==> src/rtl/uart_demo_hex.sv <==
// rtl/uart_demo_hex.sv - UART demo top: RX byte to LEDs, debounced buttons send ASCII-hex report frames
// Optional echo of every received byte when UART_DEMO_ECHO_EN is defined.
module uart_core (
  input  logic        clk,
  input  logic        rst_n,
  input  logic [15:0] cfg_div,
  input  logic        cfg_txen,
  input  logic        cfg_rxen,
  input  logic        cfg_nstop,
  input  logic        tx_valid,
  input  logic [7:0]  tx_data,
  output logic        tx_ready,
  output logic        rx_valid,
  output logic [7:0]  rx_data,
  output logic        txd,
  input  logic        rxd
);
  // one bit period is cfg_div clock cycles; 8N1 framing, one extra stop bit when cfg_nstop=1
  logic [9:0]  tx_shift;
  logic [3:0]  tx_bits;
  logic [15:0] tx_cnt;
  logic        tx_active;
  logic        rxd_s1, rxd_s2;
  logic        rx_active;
  logic [15:0] rx_cnt;
  logic [3:0]  rx_bits;
  logic [7:0]  rx_shift;

  assign tx_ready = cfg_txen & ~tx_active;

  always_ff @(posedge clk or negedge rst_n) begin
    if (!rst_n) begin
      tx_active <= 1'b0;
      tx_shift  <= '1;
      tx_bits   <= '0;
      tx_cnt    <= '0;
      txd       <= 1'b1;
    end else if (!tx_active) begin
      txd <= 1'b1;
      if (tx_valid && tx_ready) begin
        tx_active <= 1'b1;
        tx_shift  <= {2'b11, tx_data};
        tx_bits   <= 4'd10 + {3'b000, cfg_nstop};
        tx_cnt    <= '0;
        txd       <= 1'b0;
      end
    end else if (tx_cnt == cfg_div - 16'd1) begin
      tx_cnt  <= '0;
      tx_bits <= tx_bits - 4'd1;
      if (tx_bits == 4'd1) begin
        tx_active <= 1'b0;
        txd       <= 1'b1;
      end else begin
        txd      <= tx_shift[0];
        tx_shift <= {1'b1, tx_shift[9:1]};
      end
    end else begin
      tx_cnt <= tx_cnt + 16'd1;
    end
  end

  always_ff @(posedge clk or negedge rst_n) begin
    if (!rst_n) begin
      rxd_s1    <= 1'b1;
      rxd_s2    <= 1'b1;
      rx_active <= 1'b0;
      rx_cnt    <= '0;
      rx_bits   <= '0;
      rx_shift  <= '0;
      rx_valid  <= 1'b0;
      rx_data   <= '0;
    end else begin
      rxd_s1   <= rxd;
      rxd_s2   <= rxd_s1;
      rx_valid <= 1'b0;
      if (!rx_active) begin
        if (cfg_rxen && !rxd_s2) begin
          rx_active <= 1'b1;
          rx_cnt    <= cfg_div >> 1;
          rx_bits   <= '0;
        end
      end else if (rx_cnt != 16'd0) begin
        rx_cnt <= rx_cnt - 16'd1;
      end else begin
        rx_cnt <= cfg_div - 16'd1;
        if (rx_bits == 4'd0) begin
          if (rxd_s2) rx_active <= 1'b0;
          else        rx_bits   <= 4'd1;
        end else if (rx_bits <= 4'd8) begin
          rx_shift <= {rxd_s2, rx_shift[7:1]};
          rx_bits  <= rx_bits + 4'd1;
        end else begin
          rx_active <= 1'b0;
          if (rxd_s2) begin
            rx_valid <= 1'b1;
            rx_data  <= rx_shift;
          end
        end
      end
    end
  end
endmodule

module uart_demo_hex #(
  parameter int BAUDRATE        = 115200,
  parameter int CLK_FREQ        = 100000000,
  parameter int SW_WIDTH        = 8,
  parameter int LED_WIDTH       = 8,
  parameter int DEBOUNCE_CYCLES = 1000000,
  parameter int NSTOP           = 0
) (
  input  logic                 clk,
  input  logic                 rst_b,
  output logic                 uart_txd,
  input  logic                 uart_rxd,
  input  logic [SW_WIDTH-1:0]  sw,
  input  logic                 btn0,
  input  logic                 btn1,
  output logic [LED_WIDTH-1:0] led,
  output logic                 busy
);
  localparam logic [15:0] DIV = 16'(CLK_FREQ / BAUDRATE + 1);
  localparam int DCW = $clog2(DEBOUNCE_CYCLES);
  localparam logic [DCW-1:0] DB_LAST = DCW'(DEBOUNCE_CYCLES - 1);
  localparam int FW = (SW_WIDTH > 8) ? SW_WIDTH : 8;

  typedef enum logic [1:0] {IDLE, LOAD, SEND} state_t;

  state_t              state;
  logic                tx_valid, tx_ready, rx_valid;
  logic [7:0]          tx_data, rx_data, rcvd;
  logic [1:0]          btn_s1, btn_s2, deb, press;
  logic [DCW-1:0]      db_cnt [2];
  logic [SW_WIDTH-1:0] sw_s1, sw_s2;
  logic                pend0, pend1, msg_rx, raw;
  logic [FW-1:0]       frame;
  logic [4:0]          len, idx, nib_sel;
  logic [6:0]          shamt;
  logic [3:0]          nib;
`ifdef UART_DEMO_ECHO_EN
  logic                echo_valid;
  logic [7:0]          echo_byte;
`endif

  uart_core u_core (
    .clk       (clk),
    .rst_n     (rst_b),
    .cfg_div   (DIV),
    .cfg_txen  (1'b1),
    .cfg_rxen  (1'b1),
    .cfg_nstop (NSTOP != 0),
    .tx_valid  (tx_valid),
    .tx_data   (tx_data),
    .tx_ready  (tx_ready),
    .rx_valid  (rx_valid),
    .rx_data   (rx_data),
    .txd       (uart_txd),
    .rxd       (uart_rxd)
  );

  assign led = rcvd[LED_WIDTH-1:0];

  always_ff @(posedge clk or negedge rst_b) begin
    if (!rst_b) begin
      btn_s1    <= '0;
      btn_s2    <= '0;
      sw_s1     <= '0;
      sw_s2     <= '0;
      deb       <= '0;
      press     <= '0;
      db_cnt[0] <= '0;
      db_cnt[1] <= '0;
    end else begin
      btn_s1 <= {btn1, btn0};
      btn_s2 <= btn_s1;
      sw_s1  <= sw;
      sw_s2  <= sw_s1;
      for (int i = 0; i < 2; i++) begin
        press[i] <= 1'b0;
        if (btn_s2[i] == deb[i]) begin
          db_cnt[i] <= '0;
        end else if (db_cnt[i] == DB_LAST) begin
          deb[i]    <= btn_s2[i];
          db_cnt[i] <= '0;
          press[i]  <= btn_s2[i];
        end else begin
          db_cnt[i] <= db_cnt[i] + 1'b1;
        end
      end
    end
  end

  // byte[idx] is derived from registers that only move on accept, so it is stable while tx_valid waits
  always_comb begin
    tx_data = 8'h00;
    nib_sel = len - idx - 5'd3;
    shamt   = {nib_sel, 2'b00};
    nib     = 4'(frame >> shamt);
    if (raw)                     tx_data = frame[7:0];
    else if (idx == len - 5'd2)  tx_data = 8'h0D;
    else if (idx == len - 5'd1)  tx_data = 8'h0A;
    else if (nib < 4'd10)        tx_data = {4'h3, nib};
    else                         tx_data = 8'h37 + {4'h0, nib};
  end

  always_ff @(posedge clk or negedge rst_b) begin
    if (!rst_b) begin
      state    <= IDLE;
      pend0    <= 1'b0;
      pend1    <= 1'b0;
      msg_rx   <= 1'b0;
      raw      <= 1'b0;
      frame    <= '0;
      len      <= '0;
      idx      <= '0;
      tx_valid <= 1'b0;
      busy     <= 1'b0;
      rcvd     <= '0;
`ifdef UART_DEMO_ECHO_EN
      echo_valid <= 1'b0;
      echo_byte  <= '0;
`endif
    end else begin
      pend0 <= pend0 | press[0];
      pend1 <= pend1 | press[1];
      if (rx_valid) rcvd <= rx_data;
`ifdef UART_DEMO_ECHO_EN
      if (rx_valid) begin
        echo_valid <= 1'b1;
        echo_byte  <= rx_data;
      end
`endif
      case (state)
        IDLE: begin
`ifdef UART_DEMO_ECHO_EN
          if (echo_valid) begin
            state      <= SEND;
            busy       <= 1'b1;
            raw        <= 1'b1;
            frame      <= FW'(echo_byte);
            len        <= 5'd1;
            idx        <= '0;
            tx_valid   <= 1'b1;
            echo_valid <= rx_valid;
          end else
`endif
          if (pend0) begin
            state  <= LOAD;
            busy   <= 1'b1;
            msg_rx <= 1'b1;
            pend0  <= press[0];
          end else if (pend1) begin
            state  <= LOAD;
            busy   <= 1'b1;
            msg_rx <= 1'b0;
            pend1  <= press[1];
          end
        end
        LOAD: begin
          frame    <= msg_rx ? FW'(rcvd) : FW'(sw_s2);
          len      <= msg_rx ? 5'd4 : 5'(SW_WIDTH / 4 + 2);
          raw      <= 1'b0;
          idx      <= '0;
          tx_valid <= 1'b1;
          state    <= SEND;
        end
        SEND: begin
          if (tx_valid && tx_ready) begin
            idx <= idx + 5'd1;
            if (idx == len - 5'd1) begin
              tx_valid <= 1'b0;
              busy     <= 1'b0;
              state    <= IDLE;
            end
          end
        end
        default: state <= IDLE;
      endcase
    end
  end
endmodule

==> config.mk <==
export PLATFORM = sky130hd
export DESIGN_NAME = uart_demo_hex
export DESIGN_NICKNAME = d
export VERILOG_FILES = /design/src/rtl/uart_demo_hex.sv
export SDC_FILE = /design/constraint.sdc
export NUM_CORES = 1
export LEC_CHECK = 0
export BUFFER_PORTS_ARGS = -buffer_cell sky130_fd_sc_hd__clkbuf_2
export CORE_UTILIZATION = 62
export DETAILED_ROUTE_END_ITERATION = 10
export PLACE_DENSITY = 0.86
export RECOVER_POWER = 25
export SKIP_LAST_GASP = 1
export SLEW_MARGIN = 5
export SYNTH_ARGS = -nofsm -noshare
export SYNTH_HDL_FRONTEND = slang
export SYNTH_SLANG_ARGS = --single-unit
export TNS_END_PERCENT = 30
==> constraint.sdc <==
create_clock -name clk -period 3.25 [get_ports clk]
set_input_delay 0.65 -clock clk [delete_from_list [all_inputs] [get_ports clk]]
set_output_delay 0.65 -clock clk [all_outputs]
set_load 0.05 [all_outputs]
### Yosys cells after proc, flatten, opt, wreduce, memory -nomap -nowiden

Cells that the tools add are included.

* bits in registers: 165
* bits of input ports: 13
* output and inout bits: 10
* logic and storage cells: 163

* add/sub/neg operators: 12
* $lt $le $gt $ge: 2
* equal/unequal tests: 19
* shift-type cells: 1
* mux-type cells: 69
* bitwise gates (word level): 8
* reductions and logical operators: 20

Operators by type and width (number)
* $mux W16: 6
* $mux W20: 4
* $add A20 B1 Y20 const B: 2
* $eq A20 B20 Y1 const B: 2
* $mux W10: 4
* $mux W4: 9
* $mux W1: 33
* $mux W7: 3
* $add A16 B1 Y16 const B: 1
* $eq A16 B10 Y1 const B: 1
* $reduce_bool A16 Y1: 1
* $sub A16 B1 Y16 const B: 1
* $ne A2 B2 Y1 const B: 7
* $reduce_and A4 Y1: 3
* $eq A5 B5 Y1: 2
* $pmux W5 S2: 1
* $reduce_and A2 Y1: 5
* $reduce_and A3 Y1: 3
* $mux W2: 4
* $mux W8: 1
* $reduce_bool A2 Y1: 4
* $shr A8 B7 Y4: 1
* $add A6 B4 Y7 const A: 1
* $ne A3 B3 Y1 const B: 2
* other kinds (22): 30

### Depth between registers and ports, before layout

Gate-level depths: netlist (run 1).

* depth after elaboration: 9
* mapped depth: 16
* gate-level depth less buffers: 15

### By module

A second synthesis (run 1) with hierarchy kept.

* cell total of the unflattened synthesis: 896
* area, all modules: 8898.5 µm²

By module, submodules not included
* uart_core: instances 1, cells each 502, area an instance 4645.7 µm²
* uart_demo_hex: instances 1, cells each 394, area an instance 4252.8 µm²

### Least setup slack after synthesis (run 1)

Ideal clock, no wire load.

* path type: register -> register
* start: register idx[2]
* end: register u_core.tx_shift[1]
* arrival: 2704 ps
* path slack: 483 ps
* stages on the path, launching flop included: 15
* period minus slack after synthesis: 2767 ps
* cells stage by stage: dfrtp_1 -> ha_1 -> inv_1 -> ha_1 -> inv_1 -> fa_1 -> xnor3_1 -> and3_1 -> clkbuf_1 -> nand2_1 -> ha_1 -> nand2_1 -> nand4b_1 -> a221oi_1 -> o32a_1

* cells in the longest elaborated chain, start to end: 9
* elaborated cells on any way between the ends: 12
* those cells by class: add/sub: 3; order compare: 1; eq/ne: 2; shift: 1; mux: 5

Ends and longest elaborated chain
* start: declaration: RTL line 137 `logic [4:0] len, idx, nib_sel;`
* start signal: assignment: RTL line 269 `idx <= idx + 5'd1;`
* $sub A3 B5 Y5: RTL line 196 `nib_sel = len - idx - 5'd3;`
* $sub A5 B2 Y5: RTL line 196
* $shr A8 B7 Y4: RTL line 198 `nib = 4'(frame >> shamt);`
* $add A6 B4 Y7 or $lt A4 B4 Y1 (tied branches): RTL line 203, 202
* $mux W7: RTL line 202 `else if (nib < 4'd10) tx_data = {4'h3, nib};`
* $mux W7: RTL line 201 `else if (idx == len - 5'd1) tx_data = 8'h0A;`
* $mux W7 (*): RTL line 200 `else if (idx == len - 5'd2) tx_data = 8'h0D;`
* $mux W10 (*): RTL line 40 `if (tx_valid && tx_ready) begin`
* $mux W10 (*): RTL line 38 `end else if (!tx_active) begin`
* end signal: assignment: RTL line 42 `tx_shift <= {2'b11, tx_data};`
* end signal: assignment: RTL line 55 `tx_shift <= {1'b1, tx_shift[9:1]};`
* end: declaration: RTL line 19 `logic [9:0] tx_shift;`

Every way passes the cells marked *; elsewhere a longest branch is shown, timed or not. The select of a mux whose other input is x is not followed.
A chain may end at the register's enable or synchronous reset.

### Final worst setup path (run 1)

* start: register len[2]
* end: register u_core.tx_shift[1]

* cells in the longest elaborated chain, start to end: 9
* elaborated cells on any way between the ends: 14
* those cells by class: add/sub: 5; order compare: 1; eq/ne: 2; shift: 1; mux: 5

Ends and longest elaborated chain
* start: declaration: RTL line 137
* start signal: assignment: RTL line 261 `len <= msg_rx ? 5'd4 : 5'(SW_WIDTH / 4 + 2);`
* $sub A3 B5 Y5: RTL line 196
* $sub A5 B2 Y5: RTL line 196
* $shr A8 B7 Y4: RTL line 198
* $add A6 B4 Y7 or $lt A4 B4 Y1 (tied branches): RTL line 203, 202
* $mux W7: RTL line 202
* $mux W7: RTL line 201
* $mux W7 (*): RTL line 200
* $mux W10 (*): RTL line 40
* $mux W10 (*): RTL line 38

Marks and branches as above.

==> flow_summary_export.csv, run 1 <==
group,metric,value,unit
run_status,status,"complete, but fails checks",
run_status,violations,"capacitance limit, slew limit",
global_routing,grt_usage,0.2600,
setup_path,startpoint_type,"register",
routing,drt_iter0_drc,355,
global_routing,grt_busiest_layer,"met2",
setup_path,crit_path_end,"u_core.tx_shift[1]$_DFFE_PN1P_",
synth,yosysWarnings,0,
setup_path,cp_slowest_stage_delay,360,ps
global_routing,grt_pass1_wl,26.19,mm
power,ir_drop,0.4956,mV
global_routing,grt_overflow,0,
placed_design,io_buffers,22,
power,p_leak,3.845,nW
clock_network,clk_path_buf_depth,2,
layout,drive_gt1_frac,0.1475,
synth,synth-compound-area-share,0.1137,
placed_design,dpl.hpwl,10.16,mm
synth,netlist.area_leader.share,0.4954,
synth,ys_ff_latch,163,
synth,syn-cell-area,7679,um^2
setup_path,rr_startpoint,"len[2]$_DFFE_PN0P_",
clock_network,numCtsBuffers,17,
global_routing,gr-usage-met2,0.4421,
setup_path,cp_cell_sequence,"inv_1, ha_1, inv_1, ha_1, inv_1, fa_1, xnor3_1, and3_1, nand2_1, ha_1, nand2_1, nand4b_1, a221oi_1, o32a_1",
sta,tightest_slew,1828,ps
routing,routed_wl,15.32,mm
die,core_area,12060,um^2
setup_path,critPathKind,"register to register",
die,pin_count,23,
clock_network,clk_pin_slew,60,ps
clock_network,postCtsResizedCells,0,
synth,synth-xor-area-share,0.05198,
setup_path,critPathLaunch,"len[2]$_DFFE_PN0P_",
synth,ys_seq_area_frac,0.5330,
die,fp.dieArea,12830,um^2
layout,utilization,0.7106,
sta,maxSlewViolCount,78,
sta,finalSetupTns,0,ps
clock_network,htree_levels,4,
layout,diodes,0,
setup_path,ff2ff_path_depth,14,
clock_network,postCtsSetupRepairBufs,0,
synth,synth.distinct_cells,70,
synth,synth_commonest_cells,"dfrtp_1 (152), nor2_1 (69), nand2_1 (65)",
die,rows,40,
sta,finalHoldViolations,0,
global_routing,grt_max_degree,78,
die,die_w,113.3,um
power,p_total,4.125,mW
setup_path,required,3620,ps
setup_path,critPathCaptureType,"register",
synth,avgSynthCellArea,10.62,um^2
routing,avgViaCountPerCell,5.980,
die,start_util,0.6366,
clock_network,tritoncts,"done",
power,power.density,481.3,nW/um^2
synth,syn_inst,723,
routing,drc,0,
synth,yosys-top-cells-area,"dfrtp_1 (50%), dfstp_2 (3.8%), o21ai_0 (3.6%)",
sta,clock.fmax,336.8,MHz
sta,setup_viol_count_final,0,
clock_network,clock-root-buffer,"clkbuf_16",
synth,synth-main-ff-cell,"dfrtp_1",
worst_hold_path,hold_class,"input pin to register",
sta,rsz0062_at_grt,"no",
setup_path,arrival,3340,ps
sta,clock-skew-final,10.06,ps
global_routing,use_met3,0.06963,
routing,avgRoutedWirePerCell,16.40,um
layout,fin_cells,934,
placed_design,placed_cells,902,
setup_path,rrSetupSlack,280,ps
routing,ant_nets,0,
synth,synth_top_family_by_area,"simple AND/OR/NAND/NOR gates",
clock_network,hold_buffers,0,
sta,maxSlewHeadroom,-0.2189,
synth,syn_nets,752,
global_routing,antenna_found_initial,0,
global_routing,grt_pass1_vias,5652,
routing,vias,5585,
setup_path,regToRegEndpoint,"u_core.tx_shift[1]$_DFFE_PN1P_",
synth,synth-simple-area-share,0.1845,
layout,syn_to_final_growth,11.62,%
layout,nNetsFinal,782,
setup_path,worstPathMaxFanout,8,
synth,muxShareOfSynthArea,0.06420,
placed_design,gp_congestion,0.8902,
setup_path,slowest_stage,"dfrtp_1",
die,fp.dieH,113.3,um
job,max-cap-violations,1,
sta,period_needed,2969,ps
synth,synth_fa_ha_area_frac,0.02705,
routing,dr.pass1.iters,5,
worst_hold_path,hp-start,"uart_rxd",
clock_network,cts_sinks,163,
synth,synth.most_common_cell,"dfrtp_1",
synth,synth_edf_count,0,
clock_network,clock_latency,430,ps
synth,synth_top_area_cell,"dfrtp_1",
synth,synthArstFlopShare,1.000,
global_routing,use_met1,0.3171,
sta,finalCritPeriodShare,0.9135,
area by class of cell:
cell class | instances | area, um^2
Fill cell | 798 | 3491
Multi-Input combinational cell | 511 | 3390
Sequential cell | 163 | 4093
Inverter | 27 | 101.3
Clock inverter | 15 | 162.7
Timing Repair Buffer | 33 | 188.9
Tap cell | 168 | 210.2
Clock buffer | 17 | 425.4
sequential cells by signal (all words and copies together), names as in the netlist, 2 cells and up:
signal	cells
btn_s1	2
btn_s2	2
db_cnt	40
deb	2
frame	8
idx	5
led	8
press	2
state	2
sw_s1	8
sw_s2	8
u_core.rx_bits	4
u_core.rx_cnt	16
u_core.rx_data	8
u_core.rx_shift	8
u_core.tx_bits	4
u_core.tx_cnt	16
u_core.tx_shift	8
stage by stage:
stage	worst slack, ps	hold slack, ps	cell area, um^2
after detailed placement	339.6	340.2	7993
after global routing	134.2	287.2	8571
after CTS	297.8	255.3	8581
after global placement	467.3	333.1	7993
final	281.2	300.6	8571
after floorplan	482.9	331.2	7679
critical path, delay by kind of cell (launching register included):
family / cells / cell delay, ps
AO/OA/AOI/OAI: 2 / 500
XOR/XNOR: 1 / 200
adder cells (fa/ha/maj): 4 / 1110
buffers and inverters: 3 / 190
flip-flops: 1 / 360
AND/OR/NAND/NOR: 4 / 560
placed cells by master, fill, tap and decap left out, types with 19 or more instances in the layout:
| cell | count |
|---|---|
| nand2_1 | 65 |
| inv_1 | 27 |
| o21ai_0 | 55 |
| nor2_1 | 69 |
| a21oi_1 | 27 |
| mux2_2 | 22 |
| xor2_1 | 25 |
| dfrtp_1 | 152 |
| clkbuf_2 | 19 |
| nand3_1 | 29 |
where the power goes:
group / internal, mW / switching, mW
Combinational: 0.0178 / 0.0560
Clock: 1.09 / 0.895
Sequential: 2.05 / 0.0136
cells by family after synthesis:
family,count (synthesis)
xor+xnor,44
mux,43
simple gates,269
fa+ha+maj,16
flops,163
buf+inv,49
compound gates,139
layer usage:
metal  share of wire  vias up  wire (um)
met3           0.037       40        562
li1                -     2636          -
met4           0.023        0        352
met5               0        -          0
met2            0.51      129       7742
met1            0.43     2780       6660
worst min path at each step:
stage | end | slack, ps | cells after the start
6_report | u_core.rxd_s1$_DFF_PN1_ | 300 | 1
2_1_floorplan | btn_s2[0]$_DFF_PN0_ | 330 | 0
5_1_grt | u_core.rxd_s1$_DFF_PN1_ | 290 | 1
4_1_cts | idx[3]$_DFFE_PN0P_ | 260 | 1
3_3_place_gp | sw_s2[1]$_DFF_PN0_ | 330 | 0
3_5_place_dp | sw_s2[6]$_DFF_PN0_ | 340 | 0
(Power assumes the default switching activity.)
==> inputs of run 2 (changes only) <==
CORE_ASPECT_RATIO = 1.75   (was not set)
==> run 2 against run 1 <==
Compared with the run above: the run still ends with capacitance limit, slew limit left; cell count is 0.43% lower; clock skew is 3.3 ps lower; critical path type unchanged; sequential power hardly changed; largest cell class unchanged.
==> flow_summary_export.csv, run 2 (synthesized netlist as in run 1, its figures left out) <==
group,metric,value,unit
global_routing,grt_pass1_vias,5854,
clock_network,hold_buffers,0,
sta,period_needed,2955,ps
layout,final_cell_mix,"dfrtp_1 (152), nor2_1 (69), nand2_1 (65)",
power,ir_drop,0.3859,mV
worst_hold_path,hold_class,"input pin to register",
clock_network,clk_pin_slew,70,ps
layout,largest_reg_flops,40,
layout,syn_to_final_growth,11.80,%
clock_network,tritoncts,"done",
die,fp.dieArea,12850,um^2
die,pin_count,23,
setup_path,startpoint_type,"register",
global_routing,grt_overflow,0,
power,power.density,484.6,nW/um^2
sta,rsz0062_at_grt,"no",
routing,avgViaCountPerCell,6.076,
sta,clock.fmax,338.5,MHz
sta,tightest_slew,1753,ps
job,max-cap-violations,1,
layout,final_common_cell,"dfrtp_1",
placed_design,gp_congestion,0.8935,
die,start_util,0.6362,
layout,top_register,"db_cnt",
die,core_area,12070,um^2
sta,setup_viol_count_final,0,
routing,dr.pass1.iters,5,
placed_design,dpl.hpwl,10.53,mm
clock_network,clock-root-buffer,"clkbuf_16",
clock_network,numCtsBuffers,17,
layout,reg_top3,"db_cnt: 40 flops, u_core.rx_cnt: 16 flops, u_core.tx_cnt: 16 flops",
die,die_w,86.13,um
routing,drc,0,
die,fp.dieH,149.2,um
placed_design,placed_cells,898,
global_routing,grt_pass1_wl,27.10,mm
routing,ant_nets,0,
sta,maxSlewViolCount,69,
routing,routed_wl,15.94,mm
layout,diodes,0,
global_routing,antenna_found_initial,0,
sta,holdWs,303.1,ps
routing,drt_iter0_drc,312,
setup_path,arrival,3320,ps
clock_network,cts_sinks,163,
clock_network,postCtsResizedCells,0,
sta,maxSlewHeadroom,-0.1685,
sta,finalCritPeriodShare,0.9091,
global_routing,grt_usage,0.2708,
clock_network,htree_levels,4,
clock_network,clk_path_buf_depth,2,
clock_network,clock_latency,430,ps
sta,finalHoldViolations,0,
run_status,violations,"capacitance limit, slew limit",
setup_path,critPathCaptureType,"register",
placed_design,placed_area,7994,um^2
sta,finalSetupTns,0,ps
sta,clock-skew-final,6.742,ps
clock_network,postCtsSetupRepairBufs,0,
setup_path,worstPathMaxFanout,8,
power,p_leak,3.861,nW
layout,nNetsFinal,781,
layout,drive_gt1_frac,0.1503,
routing,vias,5651,
global_routing,grt_max_degree,70,
run_status,status,"complete, but fails checks",
layout,stdcell_area,8584,um^2
layout,fin_cells,930,
setup_path,required,3620,ps
setup_path,critPathKind,"register to register",
routing,avgRoutedWirePerCell,17.14,um
die,rows,53,
placed_design,io_buffers,22,
==> run 2: changes by cell type in the layout (fill, tap and decap cells not counted), sizes merged <==
cell	previous run	this run
buf	11	10
inv	37	34
clkinvlp	4	3
bufinv	1	2
clkinv	0	3
==> run 2: area by class of cell <==
class,count,area [um^2]
tap,165,206.4
multi-input combinational,511,3390
inverter,27,101.3
clock inverter,15,171.4
sequential,163,4093
fill,841,3485
timing repair buffer,32,197.7
clock buffer,17,425.4
==> run 2: path summary, 6_finish.rpt <==
kind	slack, ps	from	to	depth (start not counted)
min in group asynchronous	700	rst_b	frame[3]$_DFFE_PN0P_	1
worst min-delay path	300	uart_rxd	u_core.rxd_s1$_DFF_PN1_	1
worst max register to register	300	len[2]$_DFFE_PN0P_	u_core.tx_shift[1]$_DFFE_PN1P_	14
worst min register to register	350	sw_s1[2]$_DFF_PN0_	sw_s2[2]$_DFF_PN0_	0
worst max-delay path	300	len[2]$_DFFE_PN0P_	u_core.tx_shift[1]$_DFFE_PN1P_	14
max in group asynchronous	1330	rst_b	u_core.rxd_s2$_DFF_PN1_	2
==> run 2: critical path, cell delays in order (launching register included) <==
cell and delay, ps:
dfrtp_1 370, inv_1 70, ha_1 310, inv_1 70, ha_1 130, inv_1 50
fa_1 360, xnor3_1 190, and3_1 310, nand2_1 90, ha_1 300, nand2_1 60
nand4b_1 100, a221oi_1 300, o32a_1 180
==> run 2: routing by layer <==
layer  GRT usage  vias up  part of all wire
li1            -     2614                 -
met3     0.04870       39             0.028
met5           0        -                 0
met1      0.3016     2857              0.39
met4      0.1133        0             0.027
met2      0.4988      141              0.56
==> run 2: power by group <==
part / total [mW] / leakage [nW] / switching, mW / internal (mW)
Combinational: 0.0726 / 1.41 / 0.0550 / 0.0176
Clock: 2.02 / 0.285 / 0.869 / 1.15
Sequential: 2.06 / 2.17 / 0.0143 / 2.05
==> run 2: stage by stage <==
stage                       util  setup WS (ps)  total power [mW]
after floorplan                -          482.9             2.117
after global placement    0.6623          432.7             2.171
after detailed placement  0.6623          336.4             2.176
after CTS                 0.7118          328.7             4.180
after global routing      0.7113          93.77             4.297
final                     0.7113          295.4             4.160
